--- src/rtl/bus_bridge_gen.sv ---
`default_nettype none
// ============================================================================
// Module   : bus_bridge_gen
// Brief    : CPU-to-peripheral bridge with slot decode, request/ready device
//            handshake, bus timeout, and masked interrupt routing to HWInt.
// Revision : 1.0 - initial release
// ============================================================================
module bus_bridge_gen #(
    parameter int          NUM_DEV   = 6,
    parameter logic [31:0] BASE_ADDR = 32'h0000_7F00,
    parameter int          SPAN_LOG2 = 4,
    parameter int          TIMEOUT   = 16
) (
    input  logic                    clk,
    input  logic                    reset,
    input  logic                    PrReq,
    input  logic                    PrWe,
    input  logic [31:0]             PrAddr,
    input  logic [31:0]             PrWD,
    output logic [31:0]             PrRD,
    output logic                    PrReady,
    output logic                    PrErr,
    output logic [5:0]              HWInt,
    output logic [NUM_DEV-1:0]      dev_sel,
    output logic                    dev_we,
    output logic [SPAN_LOG2-1:0]    dev_addr,
    output logic [31:0]             dev_wd,
    input  logic [32*NUM_DEV-1:0]   dev_rd,
    input  logic [NUM_DEV-1:0]      dev_ack,
    input  logic [NUM_DEV-1:0]      dev_irq
);

    localparam int                   c_CNT_W       = $clog2(TIMEOUT);
    localparam logic [c_CNT_W-1:0]   c_CNT_LAST    = c_CNT_W'(TIMEOUT - 1);
    localparam logic [SPAN_LOG2-1:0] c_OFF_IMASK   = SPAN_LOG2'(0);
    localparam logic [SPAN_LOG2-1:0] c_OFF_IPEND   = SPAN_LOG2'(4);
    localparam logic [SPAN_LOG2-1:0] c_OFF_ERRADDR = SPAN_LOG2'(8);

    typedef enum logic [1:0] {
        S_IDLE   = 2'd0,
        S_ACCESS = 2'd1,
        S_RESP   = 2'd2
    } state_t;

    state_t                 r_state_q,   w_state_d;
    logic [NUM_DEV-1:0]     r_sel_q,     w_sel_d;
    logic [SPAN_LOG2-1:0]   r_offset_q,  w_offset_d;
    logic [31:0]            r_wd_q,      w_wd_d;
    logic                   r_we_q,      w_we_d;
    logic [31:0]            r_addr_q,    w_addr_d;
    logic [c_CNT_W-1:0]     r_cnt_q,     w_cnt_d;
    logic [31:0]            r_prrd_q,    w_prrd_d;
    logic                   r_prerr_q,   w_prerr_d;
    logic [NUM_DEV-1:0]     r_imask_q,   w_imask_d;
    logic [31:0]            r_erraddr_q, w_erraddr_d;
    logic [NUM_DEV-1:0]     r_irq_q;
    logic [5:0]             r_hwint_q,   w_hwint_d;

    logic [31:0]            w_off;
    logic [31:0]            w_idx;
    logic [SPAN_LOG2-1:0]   w_off_lo;
    logic                   w_invalid;
    logic                   w_internal;
    logic [NUM_DEV-1:0]     w_oh;
    logic [31:0]            w_int_rdata;
    logic [31:0]            w_dev_rdata;
    logic                   w_ack;

    // Address decode: slot index past NUM_DEV is out of window.
    assign w_off      = PrAddr - BASE_ADDR;
    assign w_idx      = w_off >> SPAN_LOG2;
    assign w_off_lo   = w_off[SPAN_LOG2-1:0];
    assign w_invalid  = (PrAddr < BASE_ADDR) || (w_idx > 32'(NUM_DEV)) || (PrAddr[1:0] != 2'b00);
    assign w_internal = (w_idx == 32'(NUM_DEV));

    always_comb begin
        w_oh = '0;
        for (int i = 0; i < NUM_DEV; i++) begin
            w_oh[i] = (w_idx == 32'(i));
        end
    end

    always_comb begin
        w_int_rdata = '0;
        if (w_off_lo == c_OFF_IMASK) begin
            w_int_rdata = 32'(r_imask_q);
        end else if (w_off_lo == c_OFF_IPEND) begin
            w_int_rdata = 32'(r_irq_q);
        end else if (w_off_lo == c_OFF_ERRADDR) begin
            w_int_rdata = r_erraddr_q;
        end
    end

    always_comb begin
        w_dev_rdata = '0;
        for (int i = 0; i < NUM_DEV; i++) begin
            if (r_sel_q[i]) begin
                w_dev_rdata = w_dev_rdata | dev_rd[32*i +: 32];
            end
        end
    end

    assign w_ack = |(dev_ack & r_sel_q);

    always_comb begin
        w_state_d   = r_state_q;
        w_sel_d     = r_sel_q;
        w_offset_d  = r_offset_q;
        w_wd_d      = r_wd_q;
        w_we_d      = r_we_q;
        w_addr_d    = r_addr_q;
        w_cnt_d     = r_cnt_q;
        w_prrd_d    = r_prrd_q;
        w_prerr_d   = r_prerr_q;
        w_imask_d   = r_imask_q;
        w_erraddr_d = r_erraddr_q;

        case (r_state_q)
            S_IDLE: begin
                if (PrReq) begin
                    if (w_invalid) begin
                        w_erraddr_d = PrAddr;
                        w_prrd_d    = '1;
                        w_prerr_d   = 1'b1;
                        w_state_d   = S_RESP;
                    end else if (w_internal) begin
                        w_prerr_d = 1'b0;
                        w_state_d = S_RESP;
                        if (PrWe) begin
                            w_prrd_d = '0;
                            if (w_off_lo == c_OFF_IMASK) begin
                                w_imask_d = PrWD[NUM_DEV-1:0];
                            end
                        end else begin
                            w_prrd_d = w_int_rdata;
                        end
                    end else begin
                        w_sel_d    = w_oh;
                        w_offset_d = w_off_lo;
                        w_wd_d     = PrWD;
                        w_we_d     = PrWe;
                        w_addr_d   = PrAddr;
                        w_cnt_d    = '0;
                        w_state_d  = S_ACCESS;
                    end
                end
            end
            S_ACCESS: begin
                // An ack on the final permitted cycle still completes normally.
                if (w_ack) begin
                    w_prrd_d  = r_we_q ? 32'h0 : w_dev_rdata;
                    w_prerr_d = 1'b0;
                    w_state_d = S_RESP;
                end else if (r_cnt_q == c_CNT_LAST) begin
                    w_prrd_d    = '1;
                    w_erraddr_d = r_addr_q;
                    w_prerr_d   = 1'b1;
                    w_state_d   = S_RESP;
                end else begin
                    w_cnt_d = r_cnt_q + 1'b1;
                end
            end
            S_RESP: begin
                w_state_d = S_IDLE;
            end
            default: begin
                w_state_d = S_IDLE;
            end
        endcase
    end

    for (genvar gi = 0; gi < 6; gi++) begin : g_hwint
        if (gi < NUM_DEV) begin : g_used
            assign w_hwint_d[gi] = r_irq_q[gi] & r_imask_q[gi];
        end else begin : g_unused
            assign w_hwint_d[gi] = 1'b0;
        end
    end

    always_ff @(posedge clk) begin
        if (!reset) begin
            r_state_q   <= S_IDLE;
            r_sel_q     <= '0;
            r_offset_q  <= '0;
            r_wd_q      <= '0;
            r_we_q      <= 1'b0;
            r_addr_q    <= '0;
            r_cnt_q     <= '0;
            r_prrd_q    <= '0;
            r_prerr_q   <= 1'b0;
            r_imask_q   <= '1;
            r_erraddr_q <= '0;
            r_irq_q     <= '0;
            r_hwint_q   <= '0;
        end else begin
            r_state_q   <= w_state_d;
            r_sel_q     <= w_sel_d;
            r_offset_q  <= w_offset_d;
            r_wd_q      <= w_wd_d;
            r_we_q      <= w_we_d;
            r_addr_q    <= w_addr_d;
            r_cnt_q     <= w_cnt_d;
            r_prrd_q    <= w_prrd_d;
            r_prerr_q   <= w_prerr_d;
            r_imask_q   <= w_imask_d;
            r_erraddr_q <= w_erraddr_d;
            r_irq_q     <= dev_irq;
            r_hwint_q   <= w_hwint_d;
        end
    end

    assign PrRD     = r_prrd_q;
    assign PrReady  = (r_state_q == S_RESP);
    assign PrErr    = r_prerr_q;
    assign HWInt    = r_hwint_q;
    assign dev_sel  = (r_state_q == S_ACCESS) ? r_sel_q : '0;
    assign dev_we   = (r_state_q == S_ACCESS) & r_we_q;
    assign dev_addr = r_offset_q;
    assign dev_wd   = r_wd_q;

endmodule
`default_nettype wire

--- config.mk ---
export PLATFORM = sky130hd
export DESIGN_NAME = bus_bridge_gen
export DESIGN_NICKNAME = d
export VERILOG_FILES = /design/src/rtl/bus_bridge_gen.sv
export SDC_FILE = /design/constraint.sdc
export NUM_CORES = 1
export LEC_CHECK = 0
export ABC_AREA = 0
export BUFFER_PORTS_ARGS = -buffer_cell sky130_fd_sc_hd__buf_2
export CORE_AREA = 2 2 140 142
export DETAILED_ROUTE_END_ITERATION = 6
export DIE_AREA = 0 0 142 144
export PLACE_DENSITY = 0.79
export SLEW_MARGIN = 25
export SYNTH_ARGS = -nofsm -noshare
export SYNTH_HDL_FRONTEND = slang
export SYNTH_SLANG_ARGS = --single-unit
--- constraint.sdc ---
create_clock -name clk -period 3 [get_ports clk]
set_clock_uncertainty 0.05 [all_clocks]
set_input_delay 0.15 -clock clk [delete_from_list [all_inputs] [get_ports clk]]
set_output_delay 0.15 -clock clk [all_outputs]
set_load 0.02 [all_outputs]
### After elaboration in Yosys (flattened, before gate mapping)

Index checks and enable logic that the tools add are counted.

| cells by class | value |
|---|---|
| order comparisons | 2 |
| reduce and logical (&&, ||, !) cells | 14 |
| add/subtract/negate cells | 2 |
| eq/ne operators | 20 |
| bitwise logic cells | 15 |
| multiplexer cells | 41 |

Operators by type and width:

| kind | number |
|---|---|
| two-way mux 32 bit | 20 |
| bitwise OR 32 bit | 5 |
| case mux 32 bit (2 select lines) | 2 |
| equality test 28 x 3 -> 1 bit (second input constant) | 3 |
| equality test 28 x 2 -> 1 bit (second input constant) | 2 |
| zero test 32 bit | 1 |
| less-than comparator 32 x 15 -> 1 bit (second input constant) | 1 |
| subtractor 32 x 15 -> 32 bit (second input constant) | 1 |
| equality test 28 x 1 -> 1 bit (second input constant) | 1 |
| greater-than comparator 28 x 3 -> 1 bit (second input constant) | 1 |
| two-way mux 4 bit | 5 |
| inequality test 2 bit (second input constant) | 7 |
| AND reduction 6 bit | 2 |
| two-way mux 2 bit | 5 |
| equality test 4 bit (second input constant) | 2 |
| case mux 4 bit (2 select lines) | 1 |
| AND reduction 4 bit | 2 |
| bitwise AND 1 bit | 7 |
| bitwise AND 6 bit | 1 |
| two-way mux 6 bit | 1 |
| inequality test 3 bit (second input constant) | 2 |
| OR reduction 6 bit | 1 |
| two-way mux 1 bit | 5 |
| AND reduction 5 bit | 1 |
| 12 further kinds | 15 |

| storage, ports and cells | value |
|---|---|
| logic and storage cells | 107 |
| bits in registers | 164 |
| output and inout port bits | 83 |

### Logic depth before layout (Yosys ltp)

Gate-level depths: netlist (run 1).

| logic depth | value |
|---|---|
| depth in word-level cells | 14 |
| gate-level depth with buffers | 10 |
| depth with buffers taken out | 6 |

### Worst setup path after synthesis (run 1)

No wires, ideal clock.

| timing path | value |
|---|---|
| kind | register to register |
| start | register r_sel_q[0] |
| end | register r_erraddr_q[17] |
| slack | 0.896 ns |
| stages on the path, launching flop included | 8 |
| arrival time | 1.934 ns |
| library setup time | 0.120 ns |
| path buffers | 2 |
| data required time | 2.830 ns |
| period minus slack after synthesis | 2.104 ns |
| cells stage by stage | dfxtp_1 buf_6 a22o_1 or4_4 a21oi_4 o41ai_4 buf_6 mux2i_1 |

| between the ends | value |
|---|---|
| cells in the longest elaborated chain, start to end | 4 |

RTL lines:

| element | line | RTL |
|---|---|---|
| from (decl) | 46 | `logic [NUM_DEV-1:0] r_sel_q, w_sel_d;` |
| from (signal assigned) | 197 | `r_sel_q <= w_sel_d;` |
| bitwise AND 6 bit | 103 | `assign w_ack = \|(dev_ack & r_sel_q);` |
| OR reduction 6 bit | 103 |  |
| inequality test 2 bit (no source line) | n/a |  |
| AND reduction 5 bit (no source line) | n/a |  |
| to (signal assigned) | 206 | `r_erraddr_q <= w_erraddr_d;` |
| to (decl) | 55 | `logic [31:0] r_erraddr_q, w_erraddr_d;` |

No other way between the ends.
A chain may end at the register's enable or synchronous reset.

### Worst setup path in the final report (run 1)

| timing path | value |
|---|---|
| start | register r_state_q[0] |
| end | register r_prrd_q[20] (netlist: PrRD[20]) |

| between the ends | value |
|---|---|
| cells in the longest elaborated chain, start to end | 3 |
| elaborated cells between the ends (all ways) | 8 |
| classes of those cells | 4 x eq/ne; 1 x mux; 3 x reduce/logical |

RTL lines:

| element | line | RTL |
|---|---|---|
| from (decl) | 45 | `state_t r_state_q, w_state_d;` |
| from (signal assigned) | 196 | `r_state_q <= w_state_d;` |
| equality test 2 x 1 -> 1 bit / zero test 2 bit (equally long branches) | 118 | `case (r_state_q)` |
| inequality test 3 bit (no source line) (tied with other cells) | n/a |  |
| AND reduction 4 bit (no source line) | n/a |  |
| to (signal assigned) | 203 | `r_prrd_q <= w_prrd_d;` |
| to (decl) | 52 | `logic [31:0] r_prrd_q, w_prrd_d;` |

Parallel ways exist; a longest one is shown, timed or not.

==> run summary, run 1 <==
First-pass GRT wire length: 46300 um
CTS tree: built
Total GRT Usage: 0.294
Die width: 142 um
Ports: 355
PD cells: 460 mW/mm^2
Full die area: 0.0204 sq mm
Overall Power: 4.94 mW
Leakage: 4.91 nW
DRC violations left: 0
Yosys reg bits: 160
Fillers: 1706
Post-synth top area share: 0.406
Initial antenna violation count: 9
Period utilization: 0.818
GRT overflow: 0
Compound-Gate Fraction of Synth Area: 0.241
Setup WS post-layout: 545 ps
Vias per cell: 5.59
Starting density of the core: 0.414
Register area share after synthesis: 0.406
Max cap viols: 0
Mux share of post-synthesis cell area: 0.0393
Vias in the first global route: 8287
Area of the mapped netlist: 0.00790 sq mm
Syn nets: 1290
DP HPWL: 22600 um
Kind of critical path: reg2reg
Final Wtd Congestion: 0.882
Fmax: 0.407 GHz
CTS HTree Levels: 4
Root buf cell: clkbuf_16
Drt initial violations: 868
Status: finished, final reports clean
HP Class: in2reg
Synth Area in XOR/XNOR: 0
Clock buffer count from CTS: 17
Post-synth top area cell: dfxtp_1
Port bufs: 354
Top post-synthesis cells by area: dfxtp_1 41%, nand2_1 14%, a22oi_1 9.1%, a21oi_1 4.6%, mux2i_1 3.9%
VDD IR-drop max: 0.000437 V
Number of enable flip-flop cells after synthesis: 0
TNS Setup: 0 ps
Post-layout min period: 2460 ps
Core ar.: 0.0191 sq mm
Drt pass-1 iters: 5
DIE HEIGHT: 144 um
Clk sinks: 160
Synth Flop Type: dfxtp_1
Vias: 9016
Largest family of logic cells by synthesized area: simple AND/OR/NAND/NOR gates
Clk_lat worst skew: 430 ps
Crit path launch type: flop
Area grow syn2layout: 35.8%
Fin. Hold Viols: 0
Layout cells sized above 1: 0.306
# rows: 51
Setup crit end kind: flop
Detail Route Antenna Nets: 0
Largest net degree at the start of global routing: 83
Adder-Cell Fraction of Synth Area: 0.00158
Synth cell types: 54
Max FO, Critical Path: 52
YS warnings: 0
Pre-CTS setup slack: 636 ps
Reg clk slew, reported paths: 60 ps
Final Max Slew Viols: 0
DR WL/cell: 19.8 um
WP data required: 3290 ps
Slew HR: 0.376
Reg-to-reg slack, setup: 540 ps
Data arrival time of the worst path: 2750 ps
Setup violators final: 0
Layout Nets: 1624
Total wire length: 31900 um
Postcts setup bufs: 0
Worst-Margin Slew: 936 ps
RSZ-0062 raised after global routing: false
Post-synth ARST share: 0
Synth Instances: 1017
Synthesized area per cell: 7.76 sq um
Max clock buf depth: 2
Simple-gate portion of the synthesized area: 0.253
-- worst max-delay path, stage by stage, from the launching register on --
cell     delay (ps)
dfxtp_1         580
nor2b_4         500
o41ai_1         230
a32o_2          380
buf_12          220
a211o_1         250
a21oi_1         140
-- per-layer routing --
metal / GRT usage / wire (um)
met1: 0.372 / 12900
met3: 0.0851 / 3030
met4: 0.169 / 1230
met5: 0 / 0
met2: 0.450 / 14700
-- worst paths after layout --
check | endpoint | cells after the start | start
max reg2reg | PrRD[20]$_SDFFE_PN0P_ | 6 | r_state_q[0]$_SDFFE_PN0P_
max | PrRD[20]$_SDFFE_PN0P_ | 6 | r_state_q[0]$_SDFFE_PN0P_
min reg2reg | dev_wd[0]$_SDFFE_PN0P_ | 2 | dev_wd[0]$_SDFFE_PN0P_
min | dev_addr[2]$_SDFFE_PN0P_ | 3 | PrAddr[2]
-- synth_stat cells (7+ instances only) --
| library cell | instances |
|---|---|
| nor2b_1 | 8 |
| a22oi_1 | 96 |
| dfxtp_1 | 160 |
| and2_1 | 33 |
| a21oi_1 | 73 |
| and3_1 | 8 |
| nand2_1 | 288 |
| nor2_1 | 47 |
| o211ai_1 | 8 |
| buf_2 | 14 |
| a211o_1 | 26 |
| nand3_1 | 18 |
| a31oi_1 | 33 |
| clkbuf_1 | 75 |
| mux2i_1 | 31 |
| o211a_1 | 7 |
| inv_1 | 9 |
-- cells in the final DEF (no fill, tap or decap), drive strengths merged, types with 31 or more instances in the layout --
cell type | Yosys | final
a21oi | 74 | 74
a22oi | 96 | 96
a31oi | 33 | 33
and2 | 33 | 33
buf | 24 | 375
dfxtp | 160 | 160
dlygate4sd3 | 0 | 39
mux2i | 31 | 31
nand2 | 288 | 288
nor2 | 48 | 48
-- per-stage QoR --
stage / cell area [sq um] / cells / utilization / hold slack, ps
after floorplan: 7900 / 1017 / - / 227
after global placement: 9740 / 1531 / 0.510 / 310
after detailed placement: 9740 / 1531 / 0.510 / 308
after CTS: 10700 / 1602 / 0.560 / 3.62
after global routing: 10700 / 1610 / 0.562 / 35.1
final: 10700 / 1613 / 0.562 / 13.7
-- sequential cells by signal, summed over array words and instances (netlist names), 2 cells and up --
register,count
PrRD,32
dev_wd,32
r_erraddr_q,32
r_addr_q,29
HWInt,6
r_imask_q,6
r_irq_q,6
r_sel_q,6
r_cnt_q,4
dev_addr,3
r_state_q,2
-- repair_timing --
action	in CTS	in global routing
gates resized for setup	0	0
endpoints found under the hold margin	45	0
hold buffers	39	0
-- cells by family after synthesis --
logic type               Yosys count
multiplexers                      31
AO/OA/AOI/OAI                    273
adder cells (fa/ha/maj)            1
flip-flops                       160
AND/OR/NAND/NOR                  443
buffers and inverters            109
-- cell type report --
class                           instances  area [sq um]  area share
Antenna cell                           11          27.5     0.00257
Clock inverter                         10           103     0.00957
Multi-Input combinational cell        748          4240       0.396
Inverter                               10          37.5     0.00350
Timing Repair Buffer                  414          2340       0.219
Clock buffer                           22           464      0.0433
Tap cell                              238           298      0.0278
Sequential cell                       160          3200       0.299
-- power by group --
group	internal, mW	leakage (nW)	switching, mW
Sequential	2.20	1.31	0.0411
Clock	1.20	0.272	0.894
Combinational	0.283	3.33	0.322
Total	3.68	4.91	1.26
Power figures use the tool's default switching activity.
==> inputs of run 2 (changes only) <==
--- a/config.mk
+++ b/config.mk
@@ -5,12 +5,12 @@
 export SDC_FILE = /design/constraint.sdc
 export NUM_CORES = 1
 export LEC_CHECK = 0
-export ABC_AREA = 0
+export ABC_AREA = 1
 export BUFFER_PORTS_ARGS = -buffer_cell sky130_fd_sc_hd__buf_2
-export CORE_AREA = 2 2 140 142
+export CORE_AREA = 2 2 144 146
 export DETAILED_ROUTE_END_ITERATION = 6
-export DIE_AREA = 0 0 142 144
-export PLACE_DENSITY = 0.79
+export DIE_AREA = 0 0 146 148
+export PLACE_DENSITY = 0.84
 export SLEW_MARGIN = 25
 export SYNTH_ARGS = -nofsm -noshare
 export SYNTH_HDL_FRONTEND = slang
==> constraint.sdc (replaced) <==
create_clock -name clk -period 2.2 [get_ports clk]
set_clock_uncertainty 0.05 [all_clocks]
set_input_delay 0.11 -clock clk [delete_from_list [all_inputs] [get_ports clk]]
set_output_delay 0.11 -clock clk [all_outputs]
set_load 0.02 [all_outputs]
==> run summary, run 2 <==
Clock buffer count from CTS: 17
Layout cells sized above 1: 0.294
Multi-input logic area: 0.00479 sq mm
Hold path start: PrReq
VDD IR-drop max: 0.000660 V
Most common cell in the synthesized netlist: nand2_1
Synthesized area per cell: 6.36 sq um
P_int: 5.49 mW
Largest net degree at the start of global routing: 42
Post-synth top area cell: dfxtp_1
Fin. Hold Viols: 0
Synth cell types: 42
Met2 WL: 17800 um
Area grow syn2layout: 42.9%
Layout Nets: 2113
Yosys reg bits: 160
Drt pass-1 iters: 6
Fmax: 0.480 GHz
Period utilization: 0.947
NetSw: 1.96 mW
Kind of critical path: in2reg
Flop pwr share: 0.418
Data arrival time of the worst path: 2350 ps
Crit path launch type: input port
GRT overflow: 0
Starting density of the core: 0.443
Die width: 146 um
Final core occ: 0.633
Top post-synthesis cells by area: dfxtp_1 36%, nand2_1 17%, nor2_1 8.6%, a21oi_1 6.3%, inv_1 5.0%
Metal3 WL: 3530 um
DRC violations left: 0
Final Wtd Congestion: 0.961
Slew HR: 0.631
DIE HEIGHT: 148 um
Reg-to-reg startpoint: r_sel_q[1]$_SDFFE_PN0P_
Storage cell area: 0.00320 sq mm
PD cells: 587 mW/mm^2
Root buf cell: clkbuf_16
Switching Share: 0.263
Fillers: 1804
Synth Flop Type: dfxtp_1
Max FO, Critical Path: 18
Status: finished, final reports clean
Postcts setup bufs: 0
Commonest cells post-synth: 403 x nand2_1, 203 x nor2_1, 160 x dfxtp_1
Register area share after synthesis: 0.361
Combinational share of power: 0.151
Post-layout min period: 2080 ps
Leakage: 6.31 nW
Vias in the first global route: 11200
Drt initial violations: 1074
Total wire length: 38400 um
Most frequent cells in the layout: 403 x nand2_1, 353 x buf_2, 201 x nor2_1
# rows: 52
Vias per cell: 5.33
Setup crit end kind: flop
Detail Route Antenna Nets: 0
Synth Instances: 1397
First-pass GRT wire length: 59000 um
Initial antenna violation count: 6
Met1 WL: 14700 um
Max clock buf depth: 2
CTS HTree Levels: 4
DP HPWL: 28500 um
Post-synth top area share: 0.361
Worst-Margin Slew: 553 ps
CTS tree: built
Crit path from: PrAddr[4]
Reg clk slew, reported paths: 60 ps
RSZ-0062 raised after global routing: true
Ports: 355
Syn nets: 1670
DR WL/cell: 18.0 um
Core ar.: 0.0200 sq mm
Placed instance area: 0.0116 sq mm
HP Class: in2reg
Max Used Layer: met5
Clk sinks: 160
Area of the mapped netlist: 0.00888 sq mm
Vias: 11300
Clk_lat worst skew: 440 ps
Final Max Slew Viols: 0
WP data required: 2470 ps
Post-synth ARST share: 0
YS warnings: 0
Max cap viols: 0
Number of enable flip-flop cells after synthesis: 0
Total GRT Usage: 0.347
Setup violators final: 0
Clock share of power: 0.431
Full die area: 0.0216 sq mm
Most common cell after layout, fill and taps aside: nand2_1
Final Cell Area: 0.0127 sq mm
Port bufs: 354
run 2: cell types whose count changed in the layout (fill, tap and decap cells not counted), sizes merged, moves of 90 or more:
cell,delta
nand2,+123
o21ai,+90
nor2,+178
inv,+110
buf,+91
a22oi,-96
run 2: cell type report:
class,count,share of cell area
well taps,270,0.0266
multi-input cells,1028,0.378
clock inverters,12,0.0143
flip-flops and latches,160,0.252
inverters,122,0.0365
clock buffers,19,0.0357
diodes,6,0.00118
repair buffers,511,0.256
run 2: what timing repair did:
action | CTS | global route
endpoints found under the hold margin | 51 | 0
gates resized for setup | 0 | 7
hold buffers | 45 | 0
setup endpoints to repair | 0 | 80
run 2: worst paths after layout:
path / endpoint / slack (ps) / cells past startpoint
max: PrRD[19]$_SDFFE_PN0P_ / 120 / 13
min reg2reg: r_addr_q[28]$_SDFFE_PN0P_ / 390 / 2
min: r_cnt_q[1]$_SDFFE_PN0P_ / 20 / 4
max reg2reg: r_erraddr_q[4]$_SDFFE_PN0P_ / 130 / 10
run 2: cell families after synthesis:
logic type / share of synthesized area
AND/OR/NAND/NOR: 0.362
buffers and inverters: 0.102
adder cells (fa/ha/maj): 0.00141
AO/OA/AOI/OAI: 0.168
flip-flops: 0.361
XOR/XNOR: 0.000987
multiplexers: 0.00564
run 2: power by group through the flow:
| stage | registers, mW | logic, mW | clock network [mW] |
|---|---|---|---|
| after floorplan | 3.23 | 0.383 | 0 |
| after global placement | 3.17 | 1.01 | 0 |
| after detailed placement | 3.17 | 1.02 | 0 |
| after CTS | 3.11 | 1.09 | 3.21 |
| after global routing | 3.12 | 1.22 | 3.34 |
| final | 3.11 | 1.12 | 3.21 |
run 2: layer usage:
metal	vias up	global-route usage
met2	735	0.590
met5	-	0
met1	5041	0.406
li1	5394	-
met3	167	0.0840
met4	2	0.190
run 2: critical path, cell delays in order:
cell	delay, ps
dlygate4sd3_1	530
buf_2	150
nor2_1	140
nand2_1	100
inv_1	90
o2111ai_1	140
nor2_2	230
nand2_1	100
nor2_2	160
buf_4	250
nand2_1	100
a21oi_1	200
nor2_1	60
run 2: stage by stage:
stage	total power [mW]	worst slack (ps)	hold WS, ps	setup TNS (ps)	instances
2_1_floorplan	3.61	132	158	0	1397
3_3_place_gp	4.18	-319	242	-20420	2046
3_5_place_dp	4.19	-425	247	-27090	2046
4_1_cts	7.41	17.1	5.21	0	2122
5_1_grt	7.68	-1.52	30.4	-1.52	2126
6_report	7.45	116	20.7	0	2128
==> inputs of run 3 (changes only) <==
--- a/config.mk
+++ b/config.mk
@@ -6,11 +6,12 @@
 export NUM_CORES = 1
 export LEC_CHECK = 0
 export ABC_AREA = 1
+export ABC_CLOCK_PERIOD_IN_PS = 2200
 export BUFFER_PORTS_ARGS = -buffer_cell sky130_fd_sc_hd__buf_2
-export CORE_AREA = 2 2 144 146
+export CORE_AREA = 2 2 156 158
 export DETAILED_ROUTE_END_ITERATION = 6
-export DIE_AREA = 0 0 146 148
-export PLACE_DENSITY = 0.84
+export DIE_AREA = 0 0 158 160
+export PLACE_DENSITY = 0.67
 export SLEW_MARGIN = 25
 export SYNTH_ARGS = -nofsm -noshare
 export SYNTH_HDL_FRONTEND = slang
==> run summary, run 3 (synthesis gave the netlist of run 2 again) <==
Root buf cell: clkbuf_16
Data arrival time of the worst path: 2370 ps
WHS: 20.5 ps
Critical Path Most Common Cell: buf_4
Worst-Margin Slew: 599 ps
Most common cell after layout, fill and taps aside: nand2_1
Max FO, Critical Path: 8
First-pass GRT wire length: 56100 um
Number of buffers and inverters on the critical path: 4
Post-layout min period: 2090 ps
DRC violations left: 0
Max cap viols: 0
Port bufs: 354
Starting density of the core: 0.373
Hold path start: PrAddr[0]
CTS HTree Levels: 4
Leakage: 6.31 nW
Slowest stage delay, CP: 530 ps
Vias per cell: 4.96
Setup crit end kind: flop
PD cells: 565 mW/mm^2
Crit path from: PrAddr[6]
Period utilization: 0.951
Clock share of power: 0.417
NetSw: 1.97 mW
Ports: 355
Flop pwr share: 0.430
DR WL/cell: 16.9 um
CTS tree: built
GRT overflow: 0
Largest net degree at the start of global routing: 56
GR Util met1: 0.348
Total GRT Usage: 0.287
Most frequent cells in the layout: 401 x nand2_1, 352 x buf_2, 197 x nor2_1
Finished Layout Cells: 2183
Drt initial violations: 746
WP data required: 2470 ps
Reg-to-reg startpoint: r_sel_q[1]$_SDFFE_PN0P_
Vias in the first global route: 10300
Total wire length: 36900 um
Setup violators final: 0
Inst Count DP: 2101
Drt pass-1 iters: 7
Fmax: 0.478 GHz
Fin. Hold Viols: 0
Overall Power: 7.22 mW
Setup WS post-layout: 108 ps
Final Cell Area: 0.0128 sq mm
Final Max Slew Viols: 0
Cell family with most CP delay: buffers and inverters
HP Class: in2reg
Slew HR: 0.600
Pre-CTS setup slack: -325 ps
GRT busiest layer: met2
Detail Route Antenna Nets: 0
Full die area: 0.0253 sq mm
Kind of critical path: in2reg
Core ar.: 0.0238 sq mm
P_int: 5.25 mW
Reg clk slew, reported paths: 60 ps
Initial antenna violation count: 1
DP HPWL: 27800 um
Crit path launch type: input port
Status: finished, final reports clean
# rows: 57
CP max-delay cell: dlygate4sd3_1
Layout cells sized above 1: 0.300
Combinational share of power: 0.153
Placed instance area: 0.0116 sq mm
Clk_lat worst skew: 430 ps
Switching Share: 0.272
Met3 global-route usage: 0.0613
Clk sinks: 160
Max clock buf depth: 2
Final Wtd Congestion: 0.913
CP cell instances: dlygate4sd3_1 -> buf_4 -> a21oi_1 -> o2111ai_2 -> nor2_4 -> nand4_4 -> buf_12 -> nor2_8 -> buf_4 -> o21ai_0 -> nand2_1 -> nor2_1
Final core occ: 0.537
Grt met2 use: 0.486
Clock buffer count from CTS: 17
VDD IR-drop max: 0.000545 V
Layout Nets: 2118
Die width: 158 um
Area grow syn2layout: 43.9%
Vias: 10800
DIE HEIGHT: 160 um
TNS Setup: 0 ps
-- run 3: worst paths after layout --
path,to,slack (ps),cells past startpoint
worst max-delay path,r_sel_q[2]$_SDFFE_PN0P_,110,12
worst min register to register,r_addr_q[22]$_SDFFE_PN0P_,390,2
worst min-delay path,r_erraddr_q[0]$_SDFFE_PN0P_,20,3
worst max register to register,PrRD[12]$_SDFFE_PN0P_,200,9
-- run 3: worst min-delay path, stage by stage --
cell	delay (ps)
buf_2	90
a21oi_1	120
a21oi_1	140
-- run 3: final cells by class --
class | count | area, sq um
Clock buffer | 20 | 447
Tap cell | 324 | 405
Timing Repair Buffer | 516 | 3290
Antenna cell | 1 | 2.50
Fill cell | 2457 | 11000
Inverter | 122 | 463
Clock inverter | 12 | 148
Sequential cell | 160 | 3200
Multi-Input combinational cell | 1028 | 4820
-- run 3: per-layer routing --
metal  part of all wire  up-vias  routed length, um
met1               0.41     4874              15100
met3              0.076       84               2810
met5                  0        -                  0
met4              0.043        0               1580
li1                   -     5393                  -
met2               0.47      473              17400
-- run 3: power groups by stage --
stage	sequential [mW]	clock (mW)	combinational [mW]
3_5_place_dp	3.17	0	1.02
2_1_floorplan	3.23	0	0.383
5_1_grt	3.12	3.19	1.21
3_3_place_gp	3.17	0	1.01
6_report	3.11	3.01	1.11
4_1_cts	3.10	3.05	1.09
-- run 3: repair_timing --
| action | 4_1_cts | 5_1_grt |
|---|---|---|
| hold endpoints to repair | 59 | 0 |
| buffers inserted | 0 | 4 |
| setup endpoints to repair | 10 | 75 |
| hold buffers | 45 | 0 |
| gates cloned | 0 | 0 |
| resized for setup | 1 | 18 |
| pin swaps | 0 | 6 |
